===== src/rtl/int_divider_seq_if.sv =====
// Operand/result handshake bundle for int_divider_seq: valid/ready in, valid/ready out.
interface int_divider_seq_if #(
   parameter int unsigned WIDTH = 8
);
   logic             in_valid;
   logic             in_ready;
   logic [WIDTH-1:0] dividend;
   logic [WIDTH-1:0] divisor;
   logic             is_signed;
   logic             out_valid;
   logic             out_ready;
   logic [WIDTH-1:0] quotient;
   logic [WIDTH-1:0] remainder;
   logic             div0;
   logic             ovf;

   modport master (
      output in_valid, dividend, divisor, is_signed, out_ready,
      input  in_ready, out_valid, quotient, remainder, div0, ovf
   );

   modport slave (
      input  in_valid, dividend, divisor, is_signed, out_ready,
      output in_ready, out_valid, quotient, remainder, div0, ovf
   );
endinterface


===== src/rtl/int_divider_seq.sv =====
// Multi-cycle radix-2 restoring divider, STEPS_PER_CYCLE quotient bits per clock.
// Define DIV_SIGNED_EN to honour is_signed (two's-complement divide with ovf on MIN / -1).
module int_divider_seq #(
   parameter int unsigned WIDTH           = 8,
   parameter int unsigned STEPS_PER_CYCLE = 1
) (
   input logic           clk,
   input logic           rst_n,
   int_divider_seq_if.slave bus
);
   localparam int unsigned K     = WIDTH / STEPS_PER_CYCLE;
   localparam int unsigned CNT_W = (K > 1) ? $clog2(K) : 1;
   localparam logic [CNT_W-1:0] CNT_LAST = CNT_W'(K - 1);

   typedef enum logic [1:0] {StIdle, StCalc, StFix, StDone} state_e;

   state_e           r_state, w_state_nx;
   logic [CNT_W-1:0] r_cnt;

   logic             w_accept, w_b_zero, w_sgn, w_a_neg, w_b_neg, w_ovf_in;
   logic [WIDTH-1:0] w_a_mag, w_b_mag;

   // Working operands; not reset, they are reloaded on every accept.
   logic [WIDTH-1:0] r_rem, r_quo, r_div, r_dividend;
   logic             r_zero_div, r_neg_q, r_neg_r, r_ovf_pend;

   logic [WIDTH-1:0] w_rem_nx, w_quo_nx;
   logic [WIDTH:0]   w_rem_sh, w_diff;
   logic [WIDTH-1:0] w_q_fix, w_r_fix;

   logic [WIDTH-1:0] r_quotient, r_remainder;
   logic             r_div0, r_ovf;

`ifdef DIV_SIGNED_EN
   assign w_sgn    = bus.is_signed;
   assign w_ovf_in = w_sgn & (bus.dividend == {1'b1, {(WIDTH-1){1'b0}}}) & (&bus.divisor);
`else
   logic w_unused;
   assign w_unused = bus.is_signed;
   assign w_sgn    = 1'b0;
   assign w_ovf_in = 1'b0;
`endif

   assign w_accept = bus.in_valid & bus.in_ready;
   assign w_b_zero = (bus.divisor == '0);
   assign w_a_neg  = w_sgn & bus.dividend[WIDTH-1];
   assign w_b_neg  = w_sgn & bus.divisor[WIDTH-1];
   assign w_a_mag  = w_a_neg ? -bus.dividend : bus.dividend;
   assign w_b_mag  = w_b_neg ? -bus.divisor : bus.divisor;

   always_ff @(posedge clk or negedge rst_n) begin
      if (!rst_n) begin
         r_state <= StIdle;
         r_cnt   <= '0;
      end else begin
         r_state <= w_state_nx;
         if (w_accept) begin
            r_cnt <= '0;
         end else if (r_state == StCalc) begin
            r_cnt <= r_cnt + CNT_W'(1);
         end
      end
   end

   always_comb begin
      w_state_nx    = r_state;
      bus.in_ready  = 1'b0;
      bus.out_valid = 1'b0;
      case (r_state)
         StIdle: begin
            bus.in_ready = 1'b1;
            if (bus.in_valid) w_state_nx = w_b_zero ? StFix : StCalc;
         end
         StCalc: if (r_cnt == CNT_LAST) w_state_nx = StFix;
         StFix:  w_state_nx = StDone;
         StDone: begin
            bus.out_valid = 1'b1;
            if (bus.out_ready) w_state_nx = StIdle;
         end
         default: w_state_nx = StIdle;
      endcase
   end

   // Dividend bits shift out of r_quo's top while quotient bits shift in at the bottom.
   always_comb begin
      w_rem_nx = r_rem;
      w_quo_nx = r_quo;
      w_rem_sh = '0;
      w_diff   = '0;
      for (int i = 0; i < int'(STEPS_PER_CYCLE); i++) begin
         w_rem_sh = {w_rem_nx, w_quo_nx[WIDTH-1]};
         w_diff   = w_rem_sh - {1'b0, r_div};
         w_quo_nx = {w_quo_nx[WIDTH-2:0], ~w_diff[WIDTH]};
         w_rem_nx = w_diff[WIDTH] ? w_rem_sh[WIDTH-1:0] : w_diff[WIDTH-1:0];
      end
   end

   always_ff @(posedge clk) begin
      if (w_accept) begin
         r_rem      <= '0;
         r_quo      <= w_a_mag;
         r_div      <= w_b_mag;
         r_dividend <= bus.dividend;
         r_zero_div <= w_b_zero;
         r_neg_q    <= w_a_neg ^ w_b_neg;
         r_neg_r    <= w_a_neg;
         r_ovf_pend <= w_ovf_in;
      end else if (r_state == StCalc) begin
         r_rem <= w_rem_nx;
         r_quo <= w_quo_nx;
      end
   end

   // MIN / -1 needs no special quotient: |MIN| negated wraps back to MIN.
   assign w_q_fix = r_zero_div ? '1 : (r_neg_q ? -r_quo : r_quo);
   assign w_r_fix = r_zero_div ? r_dividend : (r_neg_r ? -r_rem : r_rem);

   always_ff @(posedge clk or negedge rst_n) begin
      if (!rst_n) begin
         r_quotient  <= '0;
         r_remainder <= '0;
         r_div0      <= 1'b0;
         r_ovf       <= 1'b0;
      end else if (r_state == StFix) begin
         r_quotient  <= w_q_fix;
         r_remainder <= w_r_fix;
         r_div0      <= r_zero_div;
         r_ovf       <= ~r_zero_div & r_ovf_pend;
      end
   end

   assign bus.quotient  = r_quotient;
   assign bus.remainder = r_remainder;
   assign bus.div0      = r_div0;
   assign bus.ovf       = r_ovf;
endmodule


===== src/flat_wrapper.sv =====
// flat-port wrapper written by rule: the top's interface ports become plain ports
module int_divider_seq_flat 
#(
   parameter int unsigned WIDTH           = 8,
   parameter int unsigned STEPS_PER_CYCLE = 1
)
  (clk, rst_n, bus_in_valid, bus_dividend, bus_divisor, bus_is_signed, bus_out_ready, bus_in_ready, bus_out_valid, bus_quotient, bus_remainder, bus_div0, bus_ovf);
  int_divider_seq_if #(.WIDTH(WIDTH)) bus_i ();
  input logic clk;
  input logic rst_n;
  input wire logic [$bits(bus_i.in_valid)-1:0] bus_in_valid;
  input wire logic [$bits(bus_i.dividend)-1:0] bus_dividend;
  input wire logic [$bits(bus_i.divisor)-1:0] bus_divisor;
  input wire logic [$bits(bus_i.is_signed)-1:0] bus_is_signed;
  input wire logic [$bits(bus_i.out_ready)-1:0] bus_out_ready;
  output wire logic [$bits(bus_i.in_ready)-1:0] bus_in_ready;
  output wire logic [$bits(bus_i.out_valid)-1:0] bus_out_valid;
  output wire logic [$bits(bus_i.quotient)-1:0] bus_quotient;
  output wire logic [$bits(bus_i.remainder)-1:0] bus_remainder;
  output wire logic [$bits(bus_i.div0)-1:0] bus_div0;
  output wire logic [$bits(bus_i.ovf)-1:0] bus_ovf;
  assign bus_i.in_valid = bus_in_valid;
  assign bus_i.dividend = bus_dividend;
  assign bus_i.divisor = bus_divisor;
  assign bus_i.is_signed = bus_is_signed;
  assign bus_i.out_ready = bus_out_ready;
  assign bus_in_ready = bus_i.in_ready;
  assign bus_out_valid = bus_i.out_valid;
  assign bus_quotient = bus_i.quotient;
  assign bus_remainder = bus_i.remainder;
  assign bus_div0 = bus_i.div0;
  assign bus_ovf = bus_i.ovf;
  int_divider_seq #(.WIDTH(WIDTH), .STEPS_PER_CYCLE(STEPS_PER_CYCLE)) u_core (.clk(clk), .rst_n(rst_n), .bus(bus_i));
endmodule

===== config.mk =====
export PLATFORM = sky130hd
export DESIGN_NAME = int_divider_seq_flat
export DESIGN_NICKNAME = d
export VERILOG_FILES = /design/src/rtl/int_divider_seq_if.sv /design/src/rtl/int_divider_seq.sv /design/src/flat_wrapper.sv
export SDC_FILE = /design/constraint.sdc
export NUM_CORES = 1
export LEC_CHECK = 0
export ABC_AREA = 0
export BUFFER_PORTS_ARGS = -buffer_cell sky130_fd_sc_hd__buf_2
export CAP_MARGIN = 5
export CORE_MARGIN = 1.5
export CORE_UTILIZATION = 40
export CTS_CLUSTER_DIAMETER = 100
export DETAILED_ROUTE_END_ITERATION = 8
export PLACE_DENSITY = 0.63
export SYNTH_ARGS = -nofsm -noshare
export SYNTH_HDL_FRONTEND = slang
export SYNTH_SLANG_ARGS = --single-unit

===== constraint.sdc =====
create_clock -name clk -period 2 [get_ports clk]
set_input_delay 0.4 -clock clk [delete_from_list [all_inputs] [get_ports clk]]
set_output_delay 0.4 -clock clk [all_outputs]
set_load 0.05 [all_outputs]

[Word level (Yosys, flattened, before mapping)]
Cells that the tools add are included.
Operators by class
  equal/unequal tests: 7
  magnitude comparators: 0
  mux-type cells: 14
  $mul: 0
  bitwise operators: 2
  shift operators: 0
  reduce and logical (&&, ||, !) cells: 4
  div/mod/pow operators: 0
  add/sub/neg operators: 2
Operators by type and width (count)
  $mux 8: 5
  $sub 9x8->9: 1
  $logic_not 8->1: 1
  $mux 2: 4
  $pmux 2 s4: 1
  $mux 3: 2
  $ne 2x2->1 const B: 3
  $eq 2x2->1 const B: 2
  $add 3x1->3 const B: 1
  $eq 3x3->1 const B: 1
  $reduce_and 3->1: 1
  $eq 2x1->1 const B: 1
  $logic_not 2->1: 1
  $mux 1: 2
  $reduce_bool 2->1: 1
  $and 1x1->1: 1
  $not 1->1: 1
Storage, ports and cells
  latch bits: 0
  memories: 0
  register bits: 55
  RAM bits: 0
  memory bits (read-only): 0
  input port bits: 21
  logic and storage cells: 39

[Depth between registers and ports, before layout]
Gate-level depths: netlist of run 1.
  depth after elaboration: 4
  depth in mapped cells: 10
  gate-level depth less buffers: 9

[Least setup slack after synthesis of run 1]
No wires, ideal clock.
  path type: reg-to-reg
  from: reg u_core.r_state[0]
  to: reg u_core.r_div[0] (enable)
  arrival time: 2071 ps
  slack: -459 ps
  required time: 1612 ps
  path buffers: 1
  clock period less this slack: 2459 ps
  stages on the path, launching flop included: 6
  cell sequence: dfrtp_1 inv_1 ha_1 nand2_1 inv_1 clkbuf_1
On the way
  longest elaborated chain between the ends: 3
RTL lines
  from (decl): line int_divider_seq.sv:17  | state_e r_state, w_state_nx;
  from (signal assigned): line int_divider_seq.sv:53  | r_state <= StIdle;
  from (signal assigned): line int_divider_seq.sv:56  | r_state <= w_state_nx;
  $logic_not 2->1: line int_divider_seq.sv:69  | case (r_state)
  $mux 1: line int_divider_seq.sv:69
  via bus_in_ready: line flat_wrapper.sv:16  | output wire logic [$bits(bus_i.in_ready)-1:0] bus_in_ready;
  $and 1x1->1: line int_divider_seq.sv:44  | assign w_accept = bus.in_valid & bus.in_ready;
  via u_core.w_accept: line int_divider_seq.sv:20  | logic w_accept, w_b_zero, w_sgn, w_a_neg, w_b_neg, w_ovf_in;
  to (signal assigned): line int_divider_seq.sv:102  | r_div <= w_b_mag;
  to (decl): line int_divider_seq.sv:24  | logic [WIDTH-1:0] r_rem, r_quo, r_div, r_dividend;
The timed path passes the listed nets, and every way through them passes these cells.
A chain may end at the register's enable or synchronous reset.

[Worst setup path after layout of run 1]
  from: reg u_core.r_div[0]
  to: reg u_core.r_rem[5]
On the way
  longest elaborated chain between the ends: 2
RTL lines
  $sub 9x8->9: line int_divider_seq.sv:92  | w_diff = w_rem_sh - {1'b0, r_div};
  $mux 8: line int_divider_seq.sv:94  | w_rem_nx = w_diff[WIDTH] ? w_rem_sh[WIDTH-1:0] : w_diff[WIDTH-1:0];
  to (signal assigned): line int_divider_seq.sv:109  | r_rem <= w_rem_nx;
  to (decl): line int_divider_seq.sv:24
No other way between the ends.

==> metrics.txt, run 1 <==
outcome complete, but fails checks; failing checks setup timing; global route overflow 0; Finished Core Util 51.07%; largest net degree at the start of global routing 31; clk_skew 5.970 ps; Clock transition at path regs approximately 100 ps; sequential area share after synthesis 52.12%; n_diodes 0; min cycle time layout between 2000 and 2500 ps; worst hold path class input port to async pin; RSZ-0062 raised after global routing yes; die height between 80 and 90 um; clock buffer depth 2; Setup Crit Path Kind register to register; setup TNS -664.6 ps; leakage power 1.546 nW; initial antenna violation count 0; post-route setup slack -145.5 ps; share of power burned in registers 32.2%; CP peak stage delay about 450 ps; most common cell after layout, fill and taps aside buf_2; Ports 41; most frequent cells in the layout 38 x buf_2, 33 x nor2_1, 30 x buf_4, 25 x nand2_1, 25 x edfxtp_1; Skew-Pair Late Insertion Delay approximately 310 ps; Cells after Synth 275; fin nets 373; clk sinks 55; vias 2,180; Avg WL per Cell 13.79 um; # H-tree levels 2; Vias/cell 5.023; final std cells w/o fill 434; Overall Power ~6 mW; Worst-Margin Slew 762.8 ps; syn nets between 300 and 400; Switch Pwr 2.772 mW; vias in the first global route between 2k and 2.5k; clock group share of total power a little over a tenth; GRT Total Usage 16.92%; cell-internal power between 3 and 4 mW; Final GP Congestion 0.8068; max-slew headroom at the worst pin 49.15%; fin. max-slew vios 0; Max Fclk 0.4661 GHz; # placed instances approximately 420; CP required ~2300 ps; # DRC 0; share of total power in combinational logic around 57%; PD cells between 1500 and 2000 nW/um^2; setup violators final 9; syn_area_per_cell 10.20 um^2; row count 30; chip width approximately 87 um; synthesis-stage register bit count 55; Post-synth EDFFs 25; TritonCTS buffer count 5; largest delay contributor family on the critical path compound AO/OA/AOI/OAI gates; routed wire length 5986 um; CP Max Fanout 5; Fin. Hold Viols 0; Worst VDD drop 0.001159 V; first-pass GRT wire length 9942 um; Detailed Route Iter0 Violations 86; Critical Path End Type register; dpl ws -145.0 ps; Sw Share a little under half; die area ~7500 um^2; Yosys cell types 52; I/O Buffers 38; clk root buf clkbuf_8; core area 6794 um^2; critical path arrival roughly 2400 ps; share of cells above drive strength 1 29.59%; worst path bufs/invs 1; synthesized area 2804 um^2; CTS tree done; CP cell instances ha_4 -> inv_2 -> fa_2 -> a21oi_4 -> o211a_4 -> or3_4 -> a2111o_1 -> nand3_2; Initial Util 41.27%; Crit-path slowest cell edfxtp_1; main flop type after synthesis edfxtp_1; DRT Pass-1 Iters 4; hpwl dp roughly 4400 um; Warnings, synthesis 0; startpoint types register; Max Cap Violations 0; hold buffer count at CTS 0; Post-synth ARST share 40.00%; P&R area growth vs syn 23.74%; DRT antenna net count 0; fin crit share 107.3%
worst register-to-register path, delay by kind of cell (launching register included):
family	cells	cell delay, ps
AO/OA/AOI/OAI	3	760
flip-flops	1	450
AND/OR/NAND/NOR	2	430
buffers and inverters	1	50
adder cells (fa/ha/maj)	2	410
cell type report:
| class | instances | area [um^2] |
|---|---|---|
| Fill cell | 619 | 3324 |
| Sequential cell | 55 | 1461 |
| Multi-Input combinational cell | 191 | 1316 |
| Timing Repair Buffer | 69 | 426.7 |
| Tap cell | 96 | 120.1 |
| Clock buffer | 6 | 72.57 |
| Inverter | 15 | 56.30 |
| Clock inverter | 2 | 16.27 |
logic make-up (layout without fill, tap and decap cells):
group                      after synthesis  after routing  synth area share [%]
adders and majority gates               15             15                 6.961
AOI/OAI and AO/OA                       59             59                 14.10
buffers and inverters                   30             92                 4.507
xor gates and xnor gates                 3              3                0.9373
DFF                                     55             55                 52.12
other                                    1              1                0.1337
muxes                                   12             12                 4.329
and+or+nand+nor                        100            101                 16.91
routing by layer:
metal,track usage [%],up-vias,routed length (um)
met5,0,-,0
li1,-,1108,-
met4,3.959,0,57
met2,29.97,25,3086
met3,2.857,4,170
met1,21.60,1043,2671
power by group through the flow:
stage / sequential (mW) / combinational, mW / clock (mW)
4_1_cts: 1.97 / 3.44 / 0.652
2_1_floorplan: 2.47 / 1.82 / 0
5_1_grt: 2.03 / 3.84 / 0.691
3_5_place_dp: 1.99 / 3.27 / 0
6_report: 1.97 / 3.49 / 0.638
3_3_place_gp: 1.98 / 3.21 / 0
synth_stat cells (3+ instances only):
cell type / n / area share [%]
mux2i_1: 11 / 3.9
edfxtp_1: 25 / 27
nor3_1: 6 / 1.1
nand3_1: 12 / 2.1
o21a_1: 3 / 0.80
a21oi_1: 20 / 3.6
a21o_1: 4 / 1.1
nand3b_1: 4 / 1.1
and3_1: 5 / 1.1
dfrtp_1: 22 / 20
nand2b_1: 5 / 1.1
nor2_1: 33 / 4.4
inv_1: 15 / 2.0
a31oi_1: 6 / 1.3
a211o_1: 3 / 0.94
nand2_1: 25 / 3.3
dfxtp_1: 8 / 5.7
o21ai_0: 7 / 1.2
ha_1: 14 / 6.2
clkbuf_1: 11 / 1.5
repair_timing:
item,CTS,global route
pin swaps,23,7
cloned,1,0
setup buffers,1,0
setup endpoints to repair,9,9
resized for setup,10,7
path summary, 6_finish.rpt:
path	startpoint	end	slack (ps)	cells after the start
min	rst_n	u_core.bus.remainder[3]$_DFFE_PN0P_	40	1
max in group asynchronous	rst_n	u_core.r_state[0]$_DFFE_PN0P_	1600	1
max reg2reg	u_core.r_div[0]$_DFFE_PP_	u_core.r_rem[5]$_SDFFE_PP0P_	-150	8
min reg2reg	u_core.bus.div0$_DFFE_PN0P_	u_core.bus.div0$_DFFE_PN0P_	510	1
max	u_core.r_div[0]$_DFFE_PP_	u_core.r_rem[5]$_SDFFE_PP0P_	-150	8
min in group clk	bus_divisor[3]	u_core.r_div[3]$_DFFE_PP_	260	1
registers in the layout, indices dropped and copies added, names as in the netlist:
| register | cells |
|---|---|
| u_core.r_div | 8 |
| u_core.r_cnt | 3 |
| u_core.r_state | 2 |
| u_core.bus.div0 | 1 |
| u_core.bus.quotient | 8 |
| u_core.r_quo | 8 |
| u_core.r_zero_div | 1 |
| u_core.r_dividend | 8 |
| u_core.bus.remainder | 8 |
| u_core.r_rem | 8 |
stage by stage:
stage          instance area, um^2  hold slack (ps)
2_1_floorplan                 2819            104.4
5_1_grt                       3470            88.38
4_1_cts                       3430            70.54
3_5_place_dp                  3281            414.8
6_report                      3470            44.56
3_3_place_gp                  3281            397.9
No activity file was read; power rests on OpenSTA's default activity.
==> run 2: changes to the inputs <==
--- a/config.mk
+++ b/config.mk
@@ -12,6 +12,7 @@
 export CORE_UTILIZATION = 40
 export CTS_CLUSTER_DIAMETER = 100
 export DETAILED_ROUTE_END_ITERATION = 8
+export MAX_ROUTING_LAYER = met4
 export PLACE_DENSITY = 0.63
 export SYNTH_ARGS = -nofsm -noshare
 export SYNTH_HDL_FRONTEND = slang
==> constraint.sdc (replaced) <==
create_clock -name clk -period 2 [get_ports clk]
set_input_delay 0.6 -clock clk [delete_from_list [all_inputs] [get_ports clk]]
set_output_delay 0.6 -clock clk [all_outputs]
set_load 0.05 [all_outputs]
==> metrics.txt, run 2 (same netlist as run 1, synthesis figures left out) <==
Vias/cell ~5.0; share of total power in combinational logic between 50% and 60%; Overall Power between 6 and 7 mW; Final GP Congestion 0.8375; core area 6794 um^2; global route overflow 0; TritonCTS buffer count 5; GRT met1 Usage 20.43%; # placed instances ~420; critical path arrival 2410 ps; DRT Pass-1 Iters 4; largest delay contributor family on the critical path compound AO/OA/AOI/OAI gates; # H-tree levels 2; Avg WL per Cell 13.45 um; initial antenna violation count 0; die area about 7500 um^2; PD cells 1753 nW/um^2; Initial Util about two fifths; hold buffer count at CTS 0; share of power burned in registers 32.7%; startpoint types register; n_diodes 0; final std cells w/o fill 433; CP required between 2000 and 2500 ps; Skew-Pair Late Insertion Delay approximately 310 ps; Worst-Margin Slew 801.2 ps; vias ~2.2k; P&R area growth vs syn 22.94%; worst hold path class input port to async pin; Clock transition at path regs approximately 100 ps; met3 Use GR 3.143%; chip width slightly below 90 um; routed wire length 5824 um; Ports 41; Sw Share 45.48%; GRT Total Usage 17.01%; clk_skew 10.99 ps; DRT antenna net count 0; hpwl dp around 4300 um; grt met2 use 29.05%; clk sinks 55; cell-internal power roughly 3.3 mW; min cycle time layout 2149 ps; Worst VDD drop around 0.001 V; CP Max Fanout 5; CP peak stage delay 410 ps; max-slew headroom at the worst pin 46.59%; Worst R2R Start u_core.r_quo[7]$_DFFE_PP_; die height between 80 and 90 um; most utilized layer in the global route result met2; CP cell instances inv_1 -> ha_2 -> inv_2 -> fa_2 -> a21oi_4 -> o211a_4 -> or3_4 -> a2111o_1 -> nand3_1; leakage power 1.533 nW; most common cell after layout, fill and taps aside buf_2; row count 30; worst path bufs/invs 2; fin nets 372; # DRC 0; first-pass GRT wire length ~9600 um; share of cells above drive strength 1 28.49%; Detailed Route Iter0 Violations 91; Max Cap Violations 0; Fin. Hold Viols 0; Crit-path slowest cell a2111o_1; failing checks setup timing; clk root buf clkbuf_8; R2R depth 9; crit path launch u_core.r_quo[7]$_DFFE_PP_; CTS tree done; fin crit share 107.5%; I/O Buffers 38; Max Fclk between 0.4 and 0.5 GHz; outcome complete, but fails checks; largest net degree at the start of global routing 31; clock buffer depth 2; vias in the first global route 2,125; clock group share of total power 10.3%; most frequent cells in the layout 37 x buf_2, 33 x nor2_1, 28 x buf_4, 25 x nand2_1, 25 x edfxtp_1; critical path depth 9; Setup Crit Path Kind register to register; post-route setup slack -149.4 ps; RSZ-0062 raised after global routing yes; Critical Path End Type register; setup violators final 9; Switch Pwr 2.748 mW; fin. max-slew vios 0
-- run 2: cell count changes in the layout (fill, tap and decap cells not counted), sizes merged --
| cell | before | now |
|---|---|---|
| buf | 69 | 67 |
| clkbuf | 6 | 7 |
-- run 2: power groups by stage --
stage / registers (mW) / logic [mW] / clock network, mW
6_report: 1.98 / 3.44 / 0.623
5_1_grt: 2.03 / 3.80 / 0.675
4_1_cts: 1.98 / 3.39 / 0.644
3_5_place_dp: 2.00 / 3.24 / 0
3_3_place_gp: 1.98 / 3.20 / 0
2_1_floorplan: 2.47 / 1.82 / 0
-- run 2: timing repair --
item                                   in CTS  in global routing
pin swaps                                  12                 12
buffers inserted                            0                  1
gates cloned                                1                  0
setup endpoints to repair                   9                 10
gates resized for setup                     8                  7
endpoints found under the hold margin       0                  0
-- run 2: final cells by class --
class / count / area (um^2)
clock inverters: 2 / 16.27
flip-flops and latches: 55 / 1461
multi-input cells: 191 / 1295
fillers: 633 / 3347
repair buffers: 68 / 425.4
inverters: 15 / 56.30
well taps: 96 / 120.1
clock buffers: 6 / 72.57
-- run 2: layer usage --
layer	vias to the layer above	share of wire [%]	routed length (um)
met5	-	0	0
met4	0	1.6	95
met3	7	2.7	159
met2	32	50	2932
met1	1034	45	2636
li1	1105	-	-
-- run 2: worst register-to-register path, delay by kind of cell, from the launching register on --
kind            cells  cell delay, ps
compound gates      3             760
simple gates        2             440
flops               1             400
fa+ha+maj           2             400
buf+inv             2             110
-- run 2: metrics by stage --
stage               worst slack (ps)  setup TNS [ps]  hold slack [ps]  cell area (um^2)  utilization [%]
floorplan                     -19.57          -51.34            304.4              2819                -
global placement              -141.1          -926.6            489.1              3273            48.18
detailed placement            -182.3           -1113            495.4              3273            48.18
CTS                           -169.2           -1195            253.3              3413            50.24
global route                  -260.6           -1822            284.5              3447            50.74
finish                        -149.4          -856.1            241.5              3447            50.74
-- run 2: worst paths after layout --
| kind | end | slack [ps] |
|---|---|---|
| min | u_core.bus.remainder[3]$_DFFE_PN0P_ | 240 |
| max | u_core.r_rem[5]$_SDFFE_PP0P_ | -150 |
| min reg2reg | u_core.bus.div0$_DFFE_PN0P_ | 510 |
| min in group clk | u_core.r_div[1]$_DFFE_PP_ | 470 |
| max reg2reg | u_core.r_rem[5]$_SDFFE_PP0P_ | -150 |
| max in group asynchronous | u_core.r_state[0]$_DFFE_PN0P_ | 1410 |
==> run 3: changes to the inputs <==
--- a/config.mk
+++ b/config.mk
@@ -9,11 +9,12 @@
 export BUFFER_PORTS_ARGS = -buffer_cell sky130_fd_sc_hd__buf_2
 export CAP_MARGIN = 5
 export CORE_MARGIN = 1.5
-export CORE_UTILIZATION = 40
+export CORE_UTILIZATION = 51
 export CTS_CLUSTER_DIAMETER = 100
 export DETAILED_ROUTE_END_ITERATION = 8
 export MAX_ROUTING_LAYER = met4
-export PLACE_DENSITY = 0.63
+export PLACE_DENSITY = 0.76
+export SETUP_SLACK_MARGIN = 0.3
 export SYNTH_ARGS = -nofsm -noshare
 export SYNTH_HDL_FRONTEND = slang
 export SYNTH_SLANG_ARGS = --single-unit
==> metrics.txt, run 3 (same netlist as run 1, synthesis figures left out) <==
hold buffer count at CTS 0; outcome complete, but fails checks; vias 2,224; Crit-path slowest cell a2111o_1; CP cell instances inv_2 -> ha_4 -> inv_2 -> fa_2 -> a21oi_2 -> o211a_4 -> o21ai_4 -> a2111o_1 -> nand3_1; CP required between 2000 and 2500 ps; CTS tree done; clock buffer depth 2; n_diodes 0; clk sinks 55; Vias/cell around 5.4; first-pass GRT wire length 10,120 um; Critical Path End Type register; CP Max Fanout 5; most frequent CP cell inv_2; P&R area growth vs syn 26.06%; Skew-Pair Late Insertion Delay 300 ps; failing checks setup timing; Detailed Route Iter0 Violations 211; critical path arrival 2390 ps; die area around 6000 um^2; leakage power 1.589 nW; min cycle time layout 2147 ps; startpoint types register; Setup Crit Path Kind register to register; Avg WL per Cell around 15 um; Clock transition at path regs 100 ps; fin. max-slew vios 0; vias in the first global route 2,161; Final GP Congestion 0.8205; largest delay contributor family on the critical path compound AO/OA/AOI/OAI gates; TritonCTS buffer count 5; Max Cap Violations 0; chip width 77.15 um; RSZ-0062 raised after global routing yes; Worst-Margin Slew 772.7 ps; fin crit share 107.4%; clk_skew 7.216 ps; hpwl dp 4119 um; # H-tree levels 2; # DRC 0; core area approximately 5200 um^2; Finished Core Util 67.91%; Max Fclk 0.4657 GHz; DRT Pass-1 Iters 4; clk root buf clkbuf_8; row count 26; die height about 77 um; PD cells 1826 nW/um^2; DRT antenna net count 0; global route overflow 0; I/O Buffers 38; Filler cells 407; Fin. Hold Viols 0; most frequent cells in the layout 36 x buf_2, 34 x buf_4, 33 x nor2_1, 25 x edfxtp_1, 24 x nand2_1; GRT Total Usage 21.99%; Worst VDD drop 0.001235 V; share of cells above drive strength 1 31.49%; Initial Util between 50% and 60%; CP peak stage delay 450 ps; fin nets 378; Ports a little over 40; most common cell after layout, fill and taps aside buf_2; post-route setup slack -147.2 ps; setup violators final 9; largest net degree at the start of global routing 31; dpl ws -157.1 ps; routed wire length 6071 um; worst hold path class input port to async pin; worst path bufs/invs 2; initial antenna violation count 0; Worst Hold Slack between 200 and 250 ps; max-slew headroom at the worst pin 48.49%
[run 3: cell count changes in the layout (fill, tap and decap cells not counted), sizes merged]
| cell | previous run | this run |
|---|---|---|
| clkbuf | 7 | 6 |
| buf | 67 | 74 |
| or3 | 2 | 1 |
| o21ai | 8 | 9 |
| bufinv | 0 | 1 |
| clkinvlp | 1 | 0 |
[run 3: report_power, final]
| group | internal [mW] | leakage, nW | switching [mW] |
|---|---|---|---|
| Sequential | 1.69 | 0.539 | 0.290 |
| Clock | 0.379 | 0.0558 | 0.370 |
| Combinational | 1.52 | 0.994 | 2.20 |
| Total | 3.59 | 1.59 | 2.86 |
[run 3: per-layer routing]
| layer | GRT usage, % | part of all wire [%] |
|---|---|---|
| met2 | 35.26 | 51 |
| met4 | 7.818 | 2.2 |
| met1 | 28.36 | 43 |
| met5 | - | 0 |
| met3 | 3.452 | 3.5 |
[run 3: path summary, 6_finish.rpt]
path / startpoint / endpoint / slack, ps / cells after the start
min reg2reg: u_core.bus.div0$_DFFE_PN0P_ / u_core.bus.div0$_DFFE_PN0P_ / 510 / 1
max reg2reg: u_core.r_quo[7]$_DFFE_PP_ / u_core.r_rem[5]$_SDFFE_PP0P_ / -150 / 9
max: u_core.r_quo[7]$_DFFE_PP_ / u_core.r_rem[5]$_SDFFE_PP0P_ / -150 / 9
min: rst_n / u_core.bus.remainder[1]$_DFFE_PN0P_ / 240 / 1
min in group clk: bus_divisor[6] / u_core.r_div[6]$_DFFE_PP_ / 470 / 1
max in group asynchronous: rst_n / u_core.r_cnt[2]$_DFFE_PN0P_ / 1430 / 1
[run 3: what timing repair did]
item	4_1_cts	5_1_grt
cloned	0	1
endpoints found under the setup margin	13	29
pin swaps	20	4
resized for setup	15	11
buffers inserted	6	2
[run 3: per-stage QoR]
stage                     TNS [ps]  cell area (um^2)  std cells  power, mW
final                        -1070              3535        413      6.454
after global routing         -1682              3535        413      6.911
after CTS                    -1267              3448        410      6.224
after detailed placement    -942.4              3248        396      5.270
after global placement      -713.5              3248        396      5.186
after floorplan             -38.56              2840        275      4.354
[run 3: area by class of cell]
cell class	count	area, um^2	share of cell area [%]
Tap cell	70	87.58	2.478
Multi-Input combinational cell	191	1330	37.63
Clock inverter	2	38.79	1.097
Inverter	15	56.30	1.593
Clock buffer	6	72.57	2.053
Sequential cell	55	1461	41.35
Timing Repair Buffer	74	488.0	13.81
